File: src/rtl/load_store_unit_if.sv
// Request/response and word-memory signals of the load/store unit.
// slave = the LSU itself, master = execute stage plus data memory.
interface load_store_unit_if #(
  parameter int ADDR_W = 32
);
  logic              req_valid;
  logic              req_ready;
  logic              req_write;
  logic [2:0]        req_funct3;
  logic [ADDR_W-1:0] req_addr;
  logic [31:0]       req_wdata;
  logic              resp_valid;
  logic              resp_err;
  logic [31:0]       resp_rdata;
  logic [ADDR_W-1:0] mem_addr;
  logic [31:0]       mem_w_dat;
  logic [2:0]        mem_dat_op;
  logic              mem_read;
  logic              mem_write;
  logic [31:0]       mem_r_dat;

  modport slave (
    input  req_valid, req_write, req_funct3, req_addr, req_wdata, mem_r_dat,
    output req_ready, resp_valid, resp_err, resp_rdata,
           mem_addr, mem_w_dat, mem_dat_op, mem_read, mem_write
  );

  modport master (
    output req_valid, req_write, req_funct3, req_addr, req_wdata, mem_r_dat,
    input  req_ready, resp_valid, resp_err, resp_rdata,
           mem_addr, mem_w_dat, mem_dat_op, mem_read, mem_write
  );
endinterface

File: src/rtl/load_store_unit.sv
// RV32 byte/half/word load-store unit in front of a word-only data memory.
// Sub-word stores are done as read-modify-write; loads are sign/zero extended.
module load_store_unit #(
  parameter int ADDR_W        = 32,
  parameter bit MISALIGN_TRAP = 1'b1
) (
  input logic               clk,
  input logic               rst,
  load_store_unit_if.slave  bus
);

  typedef enum logic [2:0] {
    IDLE   = 3'd0,
    ACCESS = 3'd1,
    LWAIT  = 3'd2,
    MERGE  = 3'd3,
    RESP   = 3'd4,
    ERR    = 3'd5
  } state_e;

  state_e            state_q;
  logic              write_q;
  logic [2:0]        funct3_q;
  logic [1:0]        lane_q;
  logic [15:0]       wdata_q;
  logic [31:0]       rdata_q;
  logic [31:0]       w_dat_q;
  logic [ADDR_W-1:0] mem_addr_q;

  logic        illegal;
  logic        misaligned;
  logic [1:0]  lane_aln;
  logic        is_sw_q;
  logic [7:0]  byte_v;
  logic [15:0] half_v;
  logic [31:0] load_ext_d;
  logic [31:0] merge_d;

  always_comb begin
    illegal    = (bus.req_funct3 == 3'b011) || (bus.req_funct3[2:1] == 2'b11) ||
                 (bus.req_write && bus.req_funct3[2]);
    misaligned = ((bus.req_funct3[1:0] == 2'b01) && bus.req_addr[0]) ||
                 ((bus.req_funct3[1:0] == 2'b10) && (bus.req_addr[1:0] != 2'b00));
    // With trapping disabled the lane is forced to the natural alignment
    case (bus.req_funct3[1:0])
      2'b01:   lane_aln = {bus.req_addr[1], 1'b0};
      2'b10:   lane_aln = 2'b00;
      default: lane_aln = bus.req_addr[1:0];
    endcase
  end

  assign is_sw_q = write_q && (funct3_q[1:0] == 2'b10);

  always_comb begin
    byte_v = bus.mem_r_dat[{lane_q, 3'b000} +: 8];
    half_v = bus.mem_r_dat[{lane_q[1], 4'b0000} +: 16];
    case (funct3_q)
      3'b000:  load_ext_d = {{24{byte_v[7]}}, byte_v};
      3'b100:  load_ext_d = {24'h0, byte_v};
      3'b001:  load_ext_d = {{16{half_v[15]}}, half_v};
      3'b101:  load_ext_d = {16'h0, half_v};
      default: load_ext_d = bus.mem_r_dat;
    endcase
    merge_d = bus.mem_r_dat;
    if (funct3_q[1:0] == 2'b00) merge_d[{lane_q, 3'b000} +: 8] = wdata_q[7:0];
    else                        merge_d[{lane_q[1], 4'b0000} +: 16] = wdata_q;
  end

  always_ff @(posedge clk or posedge rst) begin
    if (rst) begin
      state_q    <= IDLE;
      write_q    <= 1'b0;
      funct3_q   <= 3'b000;
      lane_q     <= 2'b00;
      wdata_q    <= 16'h0;
      rdata_q    <= 32'h0;
      w_dat_q    <= 32'h0;
      mem_addr_q <= '0;
    end else begin
      case (state_q)
        IDLE: if (bus.req_valid) begin
          write_q    <= bus.req_write;
          funct3_q   <= bus.req_funct3;
          lane_q     <= lane_aln;
          wdata_q    <= bus.req_wdata[15:0];
          w_dat_q    <= bus.req_wdata;
          mem_addr_q <= {bus.req_addr[ADDR_W-1:2], 2'b00};
          if (illegal || (MISALIGN_TRAP && misaligned)) begin
            rdata_q <= 32'h0;
            state_q <= ERR;
          end else begin
            if (bus.req_write) rdata_q <= 32'h0;
            state_q <= ACCESS;
          end
        end
        ACCESS: begin
          if (!write_q)     state_q <= LWAIT;
          else if (is_sw_q) state_q <= RESP;
          else              state_q <= MERGE;
        end
        LWAIT: begin
          rdata_q <= load_ext_d;
          state_q <= RESP;
        end
        MERGE: begin
          w_dat_q <= merge_d;
          state_q <= RESP;
        end
        RESP:    state_q <= IDLE;
        ERR:     state_q <= IDLE;
        default: state_q <= IDLE;
      endcase
    end
  end

  // Strobes come straight from state so an async reset kills them immediately
  always_comb begin
    bus.req_ready  = (state_q == IDLE);
    bus.resp_valid = (state_q == RESP) || (state_q == ERR);
    bus.resp_err   = (state_q == ERR);
    bus.resp_rdata = rdata_q;
    bus.mem_addr   = mem_addr_q;
    bus.mem_read   = (state_q == ACCESS) && !is_sw_q;
    bus.mem_write  = ((state_q == ACCESS) && is_sw_q) || (state_q == MERGE);
    bus.mem_dat_op = (bus.mem_read || bus.mem_write) ? 3'b010 : 3'b000;
    bus.mem_w_dat  = (state_q == MERGE) ? merge_d : w_dat_q;
  end

endmodule

File: src/flat_wrapper.sv
// flat-port wrapper written by rule: the top's interface ports become plain ports
module load_store_unit_flat 
#(
  parameter int ADDR_W        = 32,
  parameter bit MISALIGN_TRAP = 1'b1
)
  (clk, rst, bus_req_valid, bus_req_write, bus_req_funct3, bus_req_addr, bus_req_wdata, bus_mem_r_dat, bus_req_ready, bus_resp_valid, bus_resp_err, bus_resp_rdata, bus_mem_addr, bus_mem_w_dat, bus_mem_dat_op, bus_mem_read, bus_mem_write);
  load_store_unit_if #(.ADDR_W(ADDR_W)) bus_i ();
  input logic clk;
  input logic rst;
  input wire logic [$bits(bus_i.req_valid)-1:0] bus_req_valid;
  input wire logic [$bits(bus_i.req_write)-1:0] bus_req_write;
  input wire logic [$bits(bus_i.req_funct3)-1:0] bus_req_funct3;
  input wire logic [$bits(bus_i.req_addr)-1:0] bus_req_addr;
  input wire logic [$bits(bus_i.req_wdata)-1:0] bus_req_wdata;
  input wire logic [$bits(bus_i.mem_r_dat)-1:0] bus_mem_r_dat;
  output wire logic [$bits(bus_i.req_ready)-1:0] bus_req_ready;
  output wire logic [$bits(bus_i.resp_valid)-1:0] bus_resp_valid;
  output wire logic [$bits(bus_i.resp_err)-1:0] bus_resp_err;
  output wire logic [$bits(bus_i.resp_rdata)-1:0] bus_resp_rdata;
  output wire logic [$bits(bus_i.mem_addr)-1:0] bus_mem_addr;
  output wire logic [$bits(bus_i.mem_w_dat)-1:0] bus_mem_w_dat;
  output wire logic [$bits(bus_i.mem_dat_op)-1:0] bus_mem_dat_op;
  output wire logic [$bits(bus_i.mem_read)-1:0] bus_mem_read;
  output wire logic [$bits(bus_i.mem_write)-1:0] bus_mem_write;
  assign bus_i.req_valid = bus_req_valid;
  assign bus_i.req_write = bus_req_write;
  assign bus_i.req_funct3 = bus_req_funct3;
  assign bus_i.req_addr = bus_req_addr;
  assign bus_i.req_wdata = bus_req_wdata;
  assign bus_i.mem_r_dat = bus_mem_r_dat;
  assign bus_req_ready = bus_i.req_ready;
  assign bus_resp_valid = bus_i.resp_valid;
  assign bus_resp_err = bus_i.resp_err;
  assign bus_resp_rdata = bus_i.resp_rdata;
  assign bus_mem_addr = bus_i.mem_addr;
  assign bus_mem_w_dat = bus_i.mem_w_dat;
  assign bus_mem_dat_op = bus_i.mem_dat_op;
  assign bus_mem_read = bus_i.mem_read;
  assign bus_mem_write = bus_i.mem_write;
  load_store_unit #(.ADDR_W(ADDR_W), .MISALIGN_TRAP(MISALIGN_TRAP)) u_core (.clk(clk), .rst(rst), .bus(bus_i));
endmodule
File: config.mk
export PLATFORM = sky130hd
export DESIGN_NAME = load_store_unit_flat
export DESIGN_NICKNAME = d
export VERILOG_FILES = /design/src/rtl/load_store_unit_if.sv /design/src/rtl/load_store_unit.sv /design/src/flat_wrapper.sv
export SDC_FILE = /design/constraint.sdc
export NUM_CORES = 1
export LEC_CHECK = 0
export BUFFER_PORTS_ARGS = -buffer_cell sky130_fd_sc_hd__buf_2
export CAP_MARGIN = 20
export CORE_UTILIZATION = 40
export DETAILED_ROUTE_END_ITERATION = 8
export GPL_TIMING_DRIVEN = 0
export PLACE_DENSITY_LB_ADDON = 0.3
export SYNTH_ARGS = -nofsm -noshare
export SYNTH_HDL_FRONTEND = slang
export SYNTH_SLANG_ARGS = --single-unit
File: constraint.sdc
create_clock -name clk -period 4.5 [get_ports clk]
set_clock_uncertainty 0.05 [all_clocks]
set_input_delay 0.45 -clock clk [delete_from_list [all_inputs] [get_ports clk]]
set_output_delay 0.45 -clock clk [all_outputs]
set_load 0.05 [all_outputs]
Yosys cells after proc, flatten, opt, wreduce, memory -nomap -nowiden
Index checks and enable logic that the tools add are counted.
Cells by class
  equal/unequal tests: 15
  div/mod/pow operators: 0
  multiplexer cells: 18
  shifts and indexed selects: 6
  multiply operators: 0
  add/subtract/negate cells: 2
  reduce and logical (&&, ||, !) cells: 24
  magnitude comparators: 0
  bitwise logic cells: 0
Operators by type and width (number)
  $mux W32: 6
  $pmux W32 S2: 2
  $pmux W32 S4: 1
  $bwmux W32: 2
  $shift A16 B7 Y32 const A: 1
  $shift A8 B7 Y32 const A: 1
  $shiftx A16 B7 Y32: 1
  $shiftx A32 B6 Y16: 1
  $shiftx A32 B6 Y8: 1
  $shiftx A8 B7 Y32: 1
  $neg A5 Y7: 2
  $eq A3 B3 Y1 const B: 4
  $mux W3: 4
  $eq A3 B2 Y1 const B: 3
  $pmux W3 S3: 1
  $logic_or A1 B1 Y1: 7
  $eq A2 B2 Y1 const B: 3
  $eq A3 B1 Y1 const B: 2
  $logic_and A1 B1 Y1: 6
  $logic_not A3 Y1: 2
  $reduce_bool A2 Y1: 3
  $pmux W2 S2: 1
  $reduce_and A2 Y1: 2
  $ne A3 B2 Y1 const B: 1
  7 further kinds: 7
Word-level totals
  memories: 0
  latch bits: 0
  register bits: 119
  bits in writable memories: 0
  output and inout bits: 104
  ROM bits: 0

Depth between registers and ports, before layout
  depth in word-level cells: 7
  gate-level depth with buffers: 10

Least setup slack after synthesis
OpenSTA, ideal clock, no wires.
  path type: flip-flop to output port
  from: register u_core.lane_q[1]
  to: output port bus_mem_w_dat[0]
  cell stages (with the launch flop): 10
  path slack: 0.872 ns
  arrival: 3.128 ns
  path buffers: 3
  cell sequence: dfrtp_1 buf_2 buf_2 inv_1 ha_1 clkbuf_1 nor4bb_1 o21a_1 a22oi_1 o21ai_0
On the way
  longest elaborated chain between the ends: 5
  elaborated cells on any way between the ends: 10
  those cells by class: add/sub: 2; shift: 4; mux: 4
RTL lines
  start, declared: RTL line load_store_unit.sv:24  | logic [1:0] lane_q;
  start signal, assigned: RTL line load_store_unit.sv:84  | lane_q <= lane_aln;
  $neg A5 Y7, on equally long branches: RTL line load_store_unit.sv:66, load_store_unit.sv:65
  $shiftx A16 B7 Y32, or another cell as far along: RTL line load_store_unit.sv:66  | else merge_d[{lane_q[1], 4'b0000} +: 16] = wdata_q;
  $bwmux W32, on equally long branches: RTL line load_store_unit.sv:66, load_store_unit.sv:65
  $mux W32 *: RTL line load_store_unit.sv:65  | if (funct3_q[1:0] == 2'b00) merge_d[{lane_q, 3'b000} +: 8] = wdata_q[7:0];
  $mux W32 *: RTL line load_store_unit.sv:126  | bus.mem_w_dat = (state_q == MERGE) ? merge_d : w_dat_q;
  end, declared: RTL line flat_wrapper.sv:22  | output wire logic [$bits(bus_i.mem_w_dat)-1:0] bus_mem_w_dat;
Mark *: on every way between the ends. The rest lies on a longest branch, timed or not.

Final worst setup path
  from: register u_core.lane_q[1]
  to: output port bus_mem_w_dat[18]
The elaborated chain is that of the path after synthesis.

==> results.yml <==
global_routing:
  use_met3: 0.0811
  grt_pass1_vias: 6068
  grt_antenna_before_repair: 0
  grt_use_met1: 0.361
  grt_pass1_wl_mm: 33.1
  grt_busiest_layer: "met2"
  grt_overflow_total: 0
  grt.total_usage: 0.267
  grt_util_met2: 0.402
  grt_start_max_net_pins: 62
clock_tree:
  clock_sinks: 119
  cts_resized: 0
  numCtsBuffers: 17
  cts_tree: "yes"
  path_clk_slew_ps: 50
  clockBufferDepth: 2
  cts_setup_buffers: 0
  ctsHoldBuffers: 0
  clk_latency_ps: 430
  htree_levels: 4
  clock-root-buffer: "clkbuf_16"
place:
  port_buffers: 202
  place_congestion: 0.964
  place_area_mm2: 0.00771
  hpwl_mm: 15.9
critical_path:
  worstSetupStartpointType: "register"
  crit_chain: "buf_2 -> buf_2 -> inv_1 -> ha_1 -> or3b_1 -> o41ai_4 -> a221oi_1 -> nor2_1 -> buf_2"
  crit_required_ps: 4000
  crit_top_cell: "buf_2"
  critical-path-max-stage-delay_ps: 500
  crit_type: "register to primary output"
  cp_num_buf_inv: 4
  cp_top_family: "buffers and inverters"
  critPathArrivalTime_ps: 3570
  path_max_fanout: 10
  slowest_stage: "dfrtp_1"
  cp-end-kind: "primary output"
outcome:
  status: "completed"
synth:
  yosys-top-cells-area: "dfrtp_1 47%, nand2_1 13%, mux2i_1 4.4%"
  synth.most_common_cell: "nand2_1"
  synth_cells: 711
  synth_enable_flop_cells: 0
  ys_ff_latch: 119
  ys_seq_area_frac: 0.466
  synthArstFlopShare: 1.00
  ys_warn_count: 0
  yosysUniqueCellTypes: 54
  synth_area_leader_cell: "dfrtp_1"
  synth_top_area_frac: 0.466
  syn-cell-area_mm2: 0.00639
  synth.avg_cell_area_um2: 8.99
  ys_top_cells_by_count: "217 x nand2_1, 119 x dfrtp_1, 40 x o21ai_0"
  synth_flop_cell: "dfrtp_1"
final_layout:
  final_net_count: 1047
  fin_area_mm2: 0.00831
  fillers: 1441
  syn_to_final_growth_pct: 30.1
  multiInputGateArea_mm2: 0.00310
  layout.area.seq_mm2: 0.00298
  drive_gt1_frac: 0.287
  antenna_cells: 0
timing:
  max_freq_ghz: 0.246
  setup_viol: 0
  slew_headroom: 0.578
  fin_crit_ps: 4070
  hold_ws_ps: 25.5
  slew_violations: 0
  hold_viol_final: 0
  min_period_over_period: 0.904
  rsz0062_at_grt: "no"
  tightestPinTransition_ps: 626
floorplanning:
  initial_utilization: 0.416
  core_mm2: 0.0154
  die-width_um: 128
  fp.dieH_um: 128
  ios: 207
  rows: 45
  die_area_mm2: 0.0165
run:
  maxCapViolations: 0
routing:
  ant_nets: 0
  drc: 0
  wl_mm: 21.1
  vias: 6358
  wire_per_inst_um: 18.2
  drtIter0Drc: 475
  via_per_inst: 5.48
  drtPass1Iterations: 6
worst_hold_path:
  hold_path.class: "input pin to asynchronous set/reset pin"
power_and_ir_drop:
  p_leak_nw: 4.26
  ir_drop_v: 0.000491
  power.density_mw_per_mm2: 925
## where the power goes
group / internal [mW] / switching (mW)
clock network: 0.902 / 0.484
logic: 1.15 / 3.17
registers: 1.60 / 0.380
## kinds of logic after synthesis
logic type,synth area share
compound gates,0.208
mux,0.0562
simple gates,0.203
other cells,0.000587
fa+ha+maj,0.0157
buf+inv,0.0509
flops,0.466
## path summary, 6_finish.rpt
check	from	to	slack, ps	depth (start not counted)
max in group asynchronous	rst	u_core.bus.resp_rdata[23]	3650	3
hold reg to reg	u_core.bus.mem_addr[7]	u_core.bus.mem_addr[7]	420	2
setup / recovery	u_core.lane_q[1]	bus_mem_w_dat[18]	430	9
min in group clk	bus_req_addr[7]	u_core.bus.mem_addr[7]	160	3
setup reg to reg	u_core.lane_q[1]	u_core.w_dat_q[21]	1490	8
hold / removal	rst	u_core.bus.mem_addr[12]	30	2
## sequential cells by signal (all words and copies together), names as in the netlist
| signal | flops |
|---|---|
| u_core.bus.resp_rdata | 32 |
| u_core.w_dat_q | 32 |
| u_core.bus.mem_addr | 30 |
| u_core.wdata_q | 16 |
| u_core.funct3_q | 3 |
| u_core.state_q | 3 |
| u_core.lane_q | 2 |
| u_core.write_q | 1 |
## per-stage QoR
stage,instances,setup WS [ps],util,TNS [ps],total power [mW]
floorplan,714,843,-,0,5.18
global placement,1127,-614,0.499,-71760,6.23
detailed placement,1128,976,0.501,0,6.29
CTS,1160,507,0.541,0,7.70
global route,1160,244,0.541,0,8.14
finish,1160,432,0.541,0,7.69
## cell type report
cell class / instances / area share
timing repair buffer: 203 / 0.125
multi-input combinational: 525 / 0.372
tap: 211 / 0.0318
buffer: 53 / 0.0315
inverter: 17 / 0.00828
sequential: 119 / 0.358
clock buffer: 26 / 0.0625
clock inverter: 6 / 0.0105
## metal layers
metal / routed length [um] / vias up / share of wire
met2: 9440 / 312 / 0.45
met3: 1930 / 36 / 0.091
met5: 0 / - / 0
met4: 506 / 0 / 0.024
li1: - / 2968 / -
met1: 9260 / 3042 / 0.44
## cell usage in the layout, fill, tap and decap left out, drive strengths merged, types with 7 or more instances in the layout
master / count
a211o: 8
a21oi: 16
a221o: 18
a221oi: 8
a22o: 7
a22oi: 11
a311oi: 8
a31oi: 8
buf: 235
clkbuf: 47
dfrtp: 119
ha: 8
inv: 17
mux2i: 28
nand2: 217
nand2b: 8
nor2: 34
nor2b: 15
nor3: 7
o211ai: 21
o21ai: 41
o2bb2ai: 9
(Power assumes the default switching activity.)
